**src/rtl/wb_stage.sv**
```systemverilog
// MEM/WB pipeline register and writeback stage: load extraction, writeback source
// select, forwarding copy, misaligned-load flag and retired-instruction counter.
module wb_stage #(
   parameter int N = 32
) (
   input  logic         clk,
   input  logic         rst,
   input  logic         stall,
   input  logic         flush,
   input  logic         mem_valid,
   input  logic [4:0]   mem_rd,
   input  logic         mem_reg_write,
   input  logic [1:0]   mem_to_reg,
   input  logic [N-1:0] mem_alu_result,
   input  logic [N-1:0] mem_pc,
   input  logic         mem_is_compressed,
   input  logic [2:0]   mem_funct3,
   input  logic [N-1:0] mem_rdata,
   output logic [4:0]   wb_write_reg,
   output logic [N-1:0] wb_wr_data,
   output logic         wb_reg_write,
   output logic         fwd_valid,
   output logic [4:0]   fwd_rd,
   output logic [N-1:0] fwd_data,
   output logic         load_misaligned,
   output logic [N-1:0] misaligned_addr,
   output logic [63:0]  instret
);

   // Little-endian lane extraction with sign/zero extension; illegal funct3 yields 0.
   function automatic logic [N-1:0] load_extract(input logic [2:0]   f3,
                                                  input logic [1:0]   off,
                                                  input logic [N-1:0] word);
      logic [7:0]   b;
      logic [15:0]  h;
      logic [N-1:0] res;
      b = word[{off, 3'b000} +: 8];
      h = word[{off[1], 4'b0000} +: 16];
      case (f3)
         3'b000:  res = {{(N-8){b[7]}}, b};
         3'b001:  res = {{(N-16){h[15]}}, h};
         3'b010:  res = word;
         3'b100:  res = {{(N-8){1'b0}}, b};
         3'b101:  res = {{(N-16){1'b0}}, h};
         default: res = '0;
      endcase
      return res;
   endfunction

   logic [1:0]   off;
   logic         is_load;
   logic         misaligned;
   logic         illegal_load;
   logic         do_write;
   logic         retire;
   logic [N-1:0] link_addr;
   logic [N-1:0] sel_data;

   logic [4:0]   write_reg_p0;
   logic [N-1:0] wr_data_p0;
   logic         reg_write_p0;
   logic         mis_p0;
   logic [N-1:0] mis_addr_p0;
   logic [63:0]  instret_p0;

   always_comb begin
      off          = mem_alu_result[1:0];
      is_load      = (mem_to_reg == 2'b01);
      misaligned   = 1'b0;
      illegal_load = 1'b0;
      if (is_load) begin
         case (mem_funct3)
            3'b001, 3'b101:         misaligned   = off[0];
            3'b010:                 misaligned   = (off != 2'b00);
            3'b011, 3'b110, 3'b111: illegal_load = 1'b1;
            default:                misaligned   = 1'b0;
         endcase
      end
      misaligned = misaligned & mem_valid;
      do_write   = mem_valid & mem_reg_write & (mem_rd != 5'd0) & ~misaligned & ~illegal_load;
      retire     = mem_valid & ~misaligned;
      link_addr  = mem_pc + (mem_is_compressed ? N'(2) : N'(4));
      case (mem_to_reg)
         2'b01:   sel_data = load_extract(mem_funct3, off, mem_rdata);
         2'b10:   sel_data = link_addr;
         default: sel_data = mem_alu_result;
      endcase
   end

   // MEM -> WB boundary
   always_ff @(posedge clk) begin
      if (rst) begin
         write_reg_p0 <= '0;
         wr_data_p0   <= '0;
         reg_write_p0 <= 1'b0;
         mis_p0       <= 1'b0;
         mis_addr_p0  <= '0;
         instret_p0   <= '0;
      end else if (flush) begin
         reg_write_p0 <= 1'b0;
         mis_p0       <= 1'b0;
      end else if (!stall) begin
         write_reg_p0 <= mem_rd;
         wr_data_p0   <= sel_data;
         reg_write_p0 <= do_write;
         mis_p0       <= misaligned;
         if (misaligned) mis_addr_p0 <= mem_alu_result;
         if (retire)     instret_p0  <= instret_p0 + 64'd1;
      end
   end

   assign wb_write_reg    = write_reg_p0;
   assign wb_wr_data      = wr_data_p0;
   assign wb_reg_write    = reg_write_p0;
   assign fwd_valid       = reg_write_p0;
   assign fwd_rd          = write_reg_p0;
   assign fwd_data        = wr_data_p0;
   assign load_misaligned = mis_p0;
   assign misaligned_addr = mis_addr_p0;
   assign instret         = instret_p0;

endmodule

```
**config.mk**
```make
export PLATFORM = sky130hd
export DESIGN_NAME = wb_stage
export DESIGN_NICKNAME = d
export VERILOG_FILES = /design/src/rtl/wb_stage.sv
export SDC_FILE = /design/constraint.sdc
export NUM_CORES = 1
export LEC_CHECK = 0
export CORE_MARGIN = 2
export CORE_UTILIZATION = 49
export DETAILED_ROUTE_END_ITERATION = 8
export GPL_TIMING_DRIVEN = 0
export PLACE_DENSITY = 0.84
export SYNTH_ARGS = -nofsm -noshare
export SYNTH_HDL_FRONTEND = slang
export SYNTH_SLANG_ARGS = --single-unit
```
**constraint.sdc**
```tcl
create_clock -name clk -period 5.6 [get_ports clk]
set_input_delay 1.12 -clock clk [delete_from_list [all_inputs] [get_ports clk]]
set_output_delay 1.12 -clock clk [all_outputs]
set_load 0.03 [all_outputs]
```
[Word level (Yosys, flattened, before mapping)]
Index checks and enable logic that the tools add are counted.
Storage, ports and cells
  word-level logic and storage cells: 45
  output and inout port bits: 173
  input bits: 113
  flip-flop bits (word level): 135
Cells by class
  shift operators: 2
  reductions and logical operators: 9
  muxes and demuxes: 7
  add/sub/neg operators: 2
  equal/unequal tests: 9
  bitwise gates (word level): 10
Operators by type and width (count)
  $pmux W32 S5: 1
  $add A64 B1 Y64 const B: 1
  $pmux W32 S2: 1
  $add A32 B3 Y32: 1
  $shiftx A32 B6 Y16: 1
  $shiftx A32 B6 Y8: 1
  $eq A3 B3 Y1 const B: 4
  $and A1 B1 Y1: 6
  $eq A3 B2 Y1 const B: 2
  $reduce_and A3 Y1: 2
  $reduce_bool A5 Y1: 1
  $not A1 Y1: 4
  $reduce_or A2 Y1: 2
  $eq A3 B1 Y1 const B: 1
  $logic_not A3 Y1: 1
  $mux W1: 3
  $mux W3: 1
  $reduce_or A3 Y1: 1
  $eq A2 B1 Y1 const B: 1
  $eq A2 B2 Y1 const B: 1
  $pmux W1 S2: 1
  $reduce_and A2 Y1: 1
  $reduce_bool A2 Y1: 1

[Longest topological paths before layout]
Gate-level depths: netlist of the first run.
  depth in word-level cells: 8
  mapped depth: 10
  depth with buffers taken out: 9

[Worst setup path after synthesis of the first run]
No wires, ideal clock.
  path kind: in2reg
  start point: input mem_to_reg[1]
  end point: register instret_p0[60], in the netlist instret[60]
  setup slack: 2.406 ns
  library setup time: 0.070 ns
  stages: 9
  arrival time: 3.123 ns
  required time: 5.530 ns
  cells stage by stage: inv_1 -> ha_1 -> nor4bb_1 -> a211oi_4 -> nand3_1 -> or4_1 -> buf_2 -> or4_1 -> a21oi_1
Between the ends
  cells in the longest elaborated chain, start to end: 6
RTL lines
  from (decl): line 13  | input logic [1:0] mem_to_reg,
  $eq A2 B1 Y1: line 68  | is_load = (mem_to_reg == 2'b01);
  $mux W1: line 71  | if (is_load) begin
  $and A1 B1 Y1: line 79  | misaligned = misaligned & mem_valid;
  $not A1 Y1: line 81  | retire = mem_valid & ~misaligned;
  $and A1 B1 Y1: line 81
  $reduce_and A3 Y1 (no source line)
  to (signal assigned): line 108  | if (retire) instret_p0 <= instret_p0 + 64'd1;
  to (decl): line 64  | logic [63:0] instret_p0;
No other way between the ends.
A chain may end at the register's enable or synchronous reset.

[Worst setup path in the final report of the first run]
  start point: input mem_to_reg[1]
  end point: register instret_p0[26], in the netlist instret[26]
Same word-level chain as after synthesis.

==> flow_summary.ini, run 1 <==
[status]
status = finished clean

[global_routing]
overflow = 0
groute.usage.overall = 0.347
first_global_vias = 8241
grt_pass1_wl_mm = 44.3
grt_start_max_net_pins = 17
antenna_found_initial = 0

[clocking]
htreeDepth = 4
clk_latency_ns = 0.43
cts_tree = done
clk_path_buf_depth = 2
post_cts_buffers = 0
cts-root-buf = clkbuf_16
cts.hold.buffers_added = 0
path_clk_slew_ns = 0.07
cts_buffers = 17
cts-resized-gates = 0
clock_sinks = 135

[hold_path]
hp-start = fwd_rd[0]
hold_depth = 2
holdCritPathClass = reg2reg

[setup_path]
setup.worst_path.start = mem_to_reg[1]
worst_setup_path_start_kind = input port
critPathMaxStageDelay_ns = 0.84
crit_family = buffers and inverters
r2r_start = instret[10]
cp_num_cells = 11
worstPathMaxFanout = 10
worst-path-buf-inv = 4
path_cells = clkdlybuf4s50_1 > inv_1 > ha_1 > nor4bb_1 > a211oi_4 > nand3_1 > clkbuf_1 > buf_2 > nor3_1 > xnor2_1 > nor2_1
worstSetupEndpointType = flip-flop
rr_worst_depth = 7
required_ns = 5.89
crit_type = in2reg
crit_arrival_ns = 4.23
cp_slowest_cell = nor4bb_1

[pwr]
seqPwrFrac = 0.383
p_per_area_nw_per_um2 = 229
switchingPower_w = 0.000740
switching_share = 0.284
clock_power_share = 0.442
p_int_w = 0.00186
p_leak_nw = 4.07
ir_drop_mv = 0.207
power_frac_comb = 0.175

[synth]
ys.flop_type = dfxtp_1
synth_seq_area_share = 0.353
synth-seq-cells = 135
yosysUniqueCellTypes = 59
synth-edff-count = 0
syn_inst = 956
synth_warnings = 0
synthesis.nets = 1075
netlist_area_um2 = 7650
avgSynthCellArea_um2 = 8.01
synth-async-reset-ratio = 0

[routing]
drt_first_pass_iters = 5
drt_iter0_drc = 862
postRouteAntennaNets = 0
routedWlPerCell_um = 19.6
num_vias = 8627
post_drt_via_cell_ratio = 5.82
drc = 0
drt-total-wl_mm = 29.1

[placement]
portBuffers = 283
pre_cts_ws_ns = 1.29
gp_congestion = 1.01
dp_hpwl_mm = 22.4
place_area_um2 = 10800

[floorplanning]
die_area_um2 = 16600
coreArea_um2 = 15300
start_util = 0.502
ios = 286
rows = 45
die_x_um = 129
die_height_um = 129

[timing]
fin_crit_ns = 3.94
slew_headroom = 0.371
finalSetupViolCount = 0
finalSetupTns_ns = 0
hold_viol_final = 0
tightest_slew_ns = 0.931
fin_worst_skew_ns = 0.0119
fin_ws_ns = 1.66
finalMaxSlewViolations = 0
fin_crit_sh = 0.704
rsz0062_at_grt = false
fmax_ghz = 0.254

[layout]
num-nets-final = 1377
fillers = 1182
register_area_um2 = 2700
design_area_um2 = 11400
multiInputGateArea_um2 = 4340
layout-drive-gt1-share = 0.0755
antenna_cells = 0
areaGrowthSynthToFinish_pct = 48.3

[flow_run]
maxCapViolCount = 0
==> Yosys cell counts (2+ instances only) <==
library cell,number,area share
mux2_2,8,0.012
or3_1,25,0.020
nand4b_1,2,0.0023
nor3_1,42,0.027
nand4_1,25,0.020
xor2_1,18,0.021
and2_1,5,0.0041
o21ai_0,54,0.035
a221o_1,7,0.0092
a211oi_1,8,0.0078
nand2b_1,8,0.0065
nand4_2,2,0.0033
a21o_1,5,0.0049
o31ai_1,3,0.0029
inv_1,27,0.013
nor4bb_1,2,0.0026
buf_2,4,0.0026
buf_1,6,0.0029
and3_1,9,0.0074
mux2i_1,34,0.044
and4_1,8,0.0092
o21ba_2,2,0.0026
clkbuf_1,46,0.023
or4_1,6,0.0059
a221oi_1,8,0.0092
o41ai_1,2,0.0023
nor2_1,107,0.052
ha_1,5,0.0082
a32o_1,2,0.0026
dfxtp_1,135,0.35
a21oi_1,60,0.039
buf_4,38,0.037
a22oi_1,9,0.0088
or2_2,5,0.0041
nand3_1,31,0.020
nor4_1,36,0.029
nand2_1,72,0.035
xnor2_1,57,0.065
nor3b_1,9,0.0088
or2_1,2,0.0016
o221ai_1,4,0.0046
==> path summary, 6_finish.rpt <==
kind / to / slack (ns)
max: instret[26] / 1.66
max reg2reg: instret[60] / 2.91
min: fwd_rd[0] / 0.48
min reg2reg: fwd_rd[0] / 0.48
==> routing by layer <==
metal | track usage | routed length, um
met5 | 0 | 0
met4 | 0.159 | 1400
met3 | 0.0936 | 2920
met2 | 0.589 | 13900
met1 | 0.410 | 10900
==> metrics by stage <==
stage | total power, W | cells | hold WS, ns | utilization
3_3_place_gp | 0.00146 | 1450 | 0.463 | 0.705
4_1_cts | 0.00260 | 1482 | 0.480 | 0.744
6_report | 0.00260 | 1482 | 0.481 | 0.744
5_1_grt | 0.00268 | 1482 | 0.498 | 0.744
2_1_floorplan | 0.00124 | 956 | 0.594 | -
3_5_place_dp | 0.00146 | 1450 | 0.471 | 0.705
==> layout make-up <==
class	instances	share of cell area
plain buffers	95	0.0451
well taps	211	0.0233
clock inverters	13	0.0141
inverters	27	0.00893
multi-input cells	699	0.382
repair buffers	283	0.250
flip-flops and latches	135	0.238
clock buffers	19	0.0390
==> tightest hold or removal path: stages (launching register included) <==
cell     delay, ns
dfxtp_1       0.32
nand2_1       0.06
a21oi_1       0.05
==> cell usage in the layout, fill, tap and decap left out, types with 5 or more instances in the layout <==
cell type,netlist,final
nand2b_1,8,8
dfxtp_1,135,135
inv_1,27,27
buf_1,6,6
mux2_2,8,8
clkbuf_1,46,47
nand4_1,25,25
buf_4,38,38
nand3_1,31,31
nor4_1,36,36
and2_1,5,5
a21oi_1,60,60
xor2_1,18,18
a22oi_1,9,9
xnor2_1,57,57
ha_1,5,5
a221o_1,7,7
clkbuf_16,0,17
clkdlybuf4s50_1,0,283
and4_1,8,8
nor2_1,107,107
a221oi_1,8,8
nor3b_1,9,9
o21ai_0,54,54
nor3_1,42,42
or3_1,25,25
a211oi_1,8,8
a21o_1,5,5
and3_1,9,9
nand2_1,72,72
inv_6,0,6
mux2i_1,34,34
or4_1,6,6
or2_2,5,5
==> flip-flops by register name, summed over array words and instances, names as in the netlist <==
| name | count |
|---|---|
| instret | 64 |
| fwd_valid | 1 |
| fwd_rd | 5 |
| misaligned_addr | 32 |
| load_misaligned | 1 |
| fwd_data | 32 |
==> power by group through the flow <==
stage          clock, W  combinational, W  sequential, W
6_report        0.00115          0.000456       0.000998
5_1_grt         0.00120          0.000479       0.000999
4_1_cts         0.00115          0.000449       0.000997
3_5_place_dp          0          0.000446        0.00102
3_3_place_gp          0          0.000444        0.00102
2_1_floorplan         0          0.000190        0.00105
==> cells by family (layout without fill, tap and decap cells) <==
family,count (synthesis),count (layout),share of synthesized area
and+or+nand+nor,404,404,0.273
AOI/OAI and AO/OA,171,171,0.138
DFF,135,135,0.353
buffers and inverters,122,437,0.0801
xor gates and xnor gates,75,75,0.0858
muxes,43,43,0.0592
adders and majority gates,6,6,0.0108
Note: power is estimated with default switching activity, not from simulation.
==> run 2, diff against run 1 <==
- CORE_UTILIZATION: 49 -> 41
- PLACE_DENSITY: 0.84 -> 0.75
- clock period: 5.6 -> 3.2 ns (I/O delays scaled with it)
==> flow_summary.ini, run 2 (same netlist as run 1, synthesis figures left out) <==
[status]
status = finished clean

[clocking]
clock_sinks = 135
cts-root-buf = clkbuf_16
clk_path_buf_depth = 2
htreeDepth = 4
path_clk_slew_ns = 0.06
cts.hold.buffers_added = 0
clk_latency_ns = 0.43
cts_tree = done
cts_buffers = 17

[placement]
portBuffers = 283
gp_congestion = 0.987
dp_hpwl_mm = 23.1

[setup_path]
crit_arrival_ns = 3.34
cp_slowest_cell = clkdlybuf4s50_1
crit_family = simple AND/OR/NAND/NOR gates
worstPathMaxFanout = 5
required_ns = 3.49
worst-path-buf-inv = 2
critPathMaxStageDelay_ns = 0.53
worst_setup_path_start_kind = input port
worstSetupEndpointType = flip-flop
path_cells = clkdlybuf4s50_1 > ha_1 > inv_1 > fa_1 > and4b_1 > nand3_1 > nor3_1 > xnor2_1 > a221oi_1 > o21ai_0
crit_type = in2reg

[timing]
hold_viol_final = 0
finalSetupTns_ns = 0
fin_crit_sh = 0.953
slew_headroom = 0.416
fin_worst_skew_ns = 0.0102
fmax_ghz = 0.328
rsz0062_at_grt = false
finalSetupViolCount = 0
fin_crit_ns = 3.05
tightest_slew_ns = 0.876
finalMaxSlewViolations = 0

[layout]
largest_reg_flops = 64
layout-drive-gt1-share = 0.0794
final_cell_mix = clkdlybuf4s50_1, dfxtp_1, nor2_1
fillers = 1604
areaGrowthSynthToFinish_pct = 48.9
final_common_cell = clkdlybuf4s50_1
register_area_um2 = 2700
multiInputGateArea_um2 = 4370
final_core_util = 0.628
num-nets-final = 1378

[global_routing]
grt_start_max_net_pins = 17
groute.usage.overall = 0.288
antenna_found_initial = 2
overflow = 0
grt_pass1_wl_mm = 44.3
first_global_vias = 7910

[routing]
drt_iter0_drc = 666
postRouteAntennaNets = 0
routedWlPerCell_um = 19.4
num_vias = 8356
drt_first_pass_iters = 6
drt-total-wl_mm = 29.2
post_drt_via_cell_ratio = 5.56
drc = 0

[floorplanning]
start_util = 0.422
die_x_um = 141
ios = 286
die_height_um = 141
die_area_um2 = 19800
coreArea_um2 = 18100
rows = 49

[pwr]
p_leak_nw = 4.09
p_per_area_nw_per_um2 = 394
design_power_total_w = 0.00449
ir_drop_mv = 0.403

[hold_path]
holdCritPathClass = reg2reg

[flow_run]
maxCapViolCount = 0
-- run 2: changes by cell type in the layout (fill, tap and decap cells not counted), sizes merged --
cell      previous run  this run
diode                0         1
clkbuf              65        67
inv                 33        31
bufinv               2         1
clkinvlp             3         2
buf                 49        50
clkinv               2         4
-- run 2: final cells by class --
class,instances,area share
multi-input combinational,699,0.383
timing repair buffer,284,0.249
sequential,135,0.237
buffer,95,0.0450
clock buffer,21,0.0413
tap,229,0.0251
clock inverter,11,0.00999
inverter,27,0.00889
antenna,1,0.000220
-- run 2: timing repair --
item	4_1_cts	5_1_grt
buffers inserted	0	1
pin swaps	0	1
endpoints found under the setup margin	12	47
gates resized for setup	2	5
-- run 2: where the power goes --
group / internal (W) / leakage (nW) / total (W) / switching, W
Clock: 0.00115 / 0.283 / 0.00195 / 0.000799
Sequential: 0.00171 / 1.09 / 0.00174 / 0.0000316
Combinational: 0.000361 / 2.71 / 0.000805 / 0.000445
Total: 0.00322 / 4.09 / 0.00449 / 0.00128
-- run 2: worst paths after layout --
kind              slack (ns)            to         startpoint  depth (start not counted)
setup / recovery        0.15  fwd_data[23]  mem_is_compressed                         10
setup reg to reg        0.57   instret[60]        instret[10]                          7
hold / removal          0.48   fwd_data[7]        fwd_data[7]                          2
hold reg to reg         0.48   fwd_data[7]        fwd_data[7]                          2
-- run 2: worst reg2reg max path, delay by kind of cell, from the launching register on --
family / cells / cell delay (ns)
buf+inv: 1 / 0.18
compound gates: 1 / 0.14
flops: 1 / 0.45
simple gates: 5 / 1.79
-- run 2: stage by stage --
step           hold WS, ns  worst slack (ns)  area, um2  std cells
2_1_floorplan        0.594             0.486       7650        956
3_3_place_gp         0.462            -0.634      10800       1468
3_5_place_dp         0.473            -0.665      10800       1468
4_1_cts              0.486            0.0967      11400       1500
5_1_grt              0.507           0.00288      11400       1501
6_report             0.485             0.150      11400       1502
-- run 2: layer usage --
metal,track usage,vias up,part of all wire
met5,0,-,0
met4,0.113,0,0.038
met3,0.0819,73,0.088
met2,0.486,423,0.48
met1,0.349,3874,0.40
li1,-,3986,-
==> run 3, diff against run 2 <==
- CTS_CLUSTER_DIAMETER: not set -> 40
- GPL_TIMING_DRIVEN: 0 -> 1
==> flow_summary.ini, run 3 (same netlist as run 1, synthesis figures left out) <==
[status]
status = finished clean

[clocking]
cts-resized-gates = 0
htreeDepth = 4
post_cts_buffers = 0
path_clk_slew_ns = 0.06
clock_sinks = 135
clk_latency_ns = 0.42
clk_path_buf_depth = 2
cts-root-buf = clkbuf_16
cts.hold.buffers_added = 0
cts_buffers = 17
cts_tree = done

[setup_path]
required_ns = 3.55
worstSetupEndpointType = flip-flop
reg2reg_slack_ns = 0.59
critPathMaxStageDelay_ns = 0.68
worstPathMaxFanout = 8
cp_slowest_cell = or4_1
crit_type = in2reg
worst-path-buf-inv = 2
worst_setup_path_start_kind = input port
crit_top_cell = or4_1
crit_family = simple AND/OR/NAND/NOR gates
path_cells = clkdlybuf4s50_1 > inv_1 > ha_1 > nor4bb_2 > a211oi_4 > nand3_1 > or4_1 > or4_1 > a21oi_1
crit_arrival_ns = 3.29

[layout]
largest_reg_flops = 64
layout-drive-gt1-share = 0.0811
final_cell_mix = clkdlybuf4s50_1, dfxtp_1, nor2_1
num-nets-final = 1326
final_common_cell = clkdlybuf4s50_1
final_core_util = 0.619
areaGrowthSynthToFinish_pct = 46.7
fin_cells = 1449
antenna_cells = 0

[routing]
drt-total-wl_mm = 27.5
drt_first_pass_iters = 5
routedWlPerCell_um = 19.0
drt_iter0_drc = 647
post_drt_via_cell_ratio = 5.65
num_vias = 8181
drc = 0
postRouteAntennaNets = 0

[floorplanning]
die_area_um2 = 19800
die_height_um = 141
ios = 286
rows = 49
start_util = 0.422
coreArea_um2 = 18100
die_x_um = 141

[timing]
finalSetupViolCount = 0
rsz0062_at_grt = false
tightest_slew_ns = 0.597
fin_crit_sh = 0.921
slew_headroom = 0.602
finalMaxSlewViolations = 0
hold_viol_final = 0
fin_crit_ns = 2.95
fin_ws_ns = 0.253
fmax_ghz = 0.339
fin_worst_skew_ns = 0.00977

[global_routing]
groute.usage.overall = 0.270
first_global_vias = 7624
antenna_found_initial = 0
overflow = 0
grt_start_max_net_pins = 97
grt_pass1_wl_mm = 42.0

[pwr]
p_per_area_nw_per_um2 = 405
p_leak_nw = 4.01
ir_drop_mv = 0.371
design_power_total_w = 0.00454

[placement]
gp_congestion = 0.971
dp_hpwl_mm = 21.2
place_inst = 1417
portBuffers = 285
pre_cts_ws_ns = -0.181

[hold_path]
holdCritPathClass = reg2reg

[flow_run]
maxCapViolCount = 0
[run 3: changes by cell type in the layout (fill, tap and decap cells not counted), sizes merged]
| cell | before | now |
|---|---|---|
| clkbuf | 67 | 18 |
| buf | 50 | 43 |
| bufinv | 1 | 3 |
| clkinvlp | 2 | 4 |
| inv | 31 | 29 |
| clkdlybuf4s50 | 283 | 284 |
| clkinv | 4 | 5 |
| diode | 1 | 0 |
[run 3: area by class of cell]
cell class,count,area [um2]
Multi-Input combinational cell,699,4350
Sequential cell,135,2700
Fill cell,1593,6920
Tap cell,229,287
Inverter,27,101
Clock buffer,18,439
Clock inverter,14,174
Timing Repair Buffer,327,3180
[run 3: worst paths after layout]
kind                      start           to  depth (start not counted)
setup / recovery  mem_to_reg[1]  instret[60]                          9
hold / removal        fwd_rd[0]    fwd_rd[0]                          2
setup reg to reg    instret[39]  instret[50]                          6
hold reg to reg       fwd_rd[0]    fwd_rd[0]                          2
[run 3: worst min-delay path: cells and delay by family (launching register included)]
family	cells	cell delay, ns
AND/OR/NAND/NOR	1	0.05
flip-flops	1	0.32
AO/OA/AOI/OAI	1	0.05
[run 3: power by group]
part	internal, W	switching [W]
logic	0.000345	0.000424
clock network	0.00125	0.000779
registers	0.00171	0.0000333
[run 3: metrics by stage]
step                      hold WS (ns)  area [um2]  setup TNS (ns)
after floorplan                  0.594        7650               0
after global placement           0.462       10600          -0.263
after detailed placement         0.470       10600          -0.790
after CTS                        0.479       11200               0
after global routing             0.502       11200               0
final                            0.476       11200               0
[run 3: routing by layer]
metal | vias to the layer above | routed length [um] | global-route usage
met3 | 44 | 2090 | 0.0594
met1 | 3851 | 11300 | 0.336
li1 | 3880 | - | -
met4 | 0 | 730 | 0.0921
met2 | 406 | 13400 | 0.465
met5 | - | 0 | 0
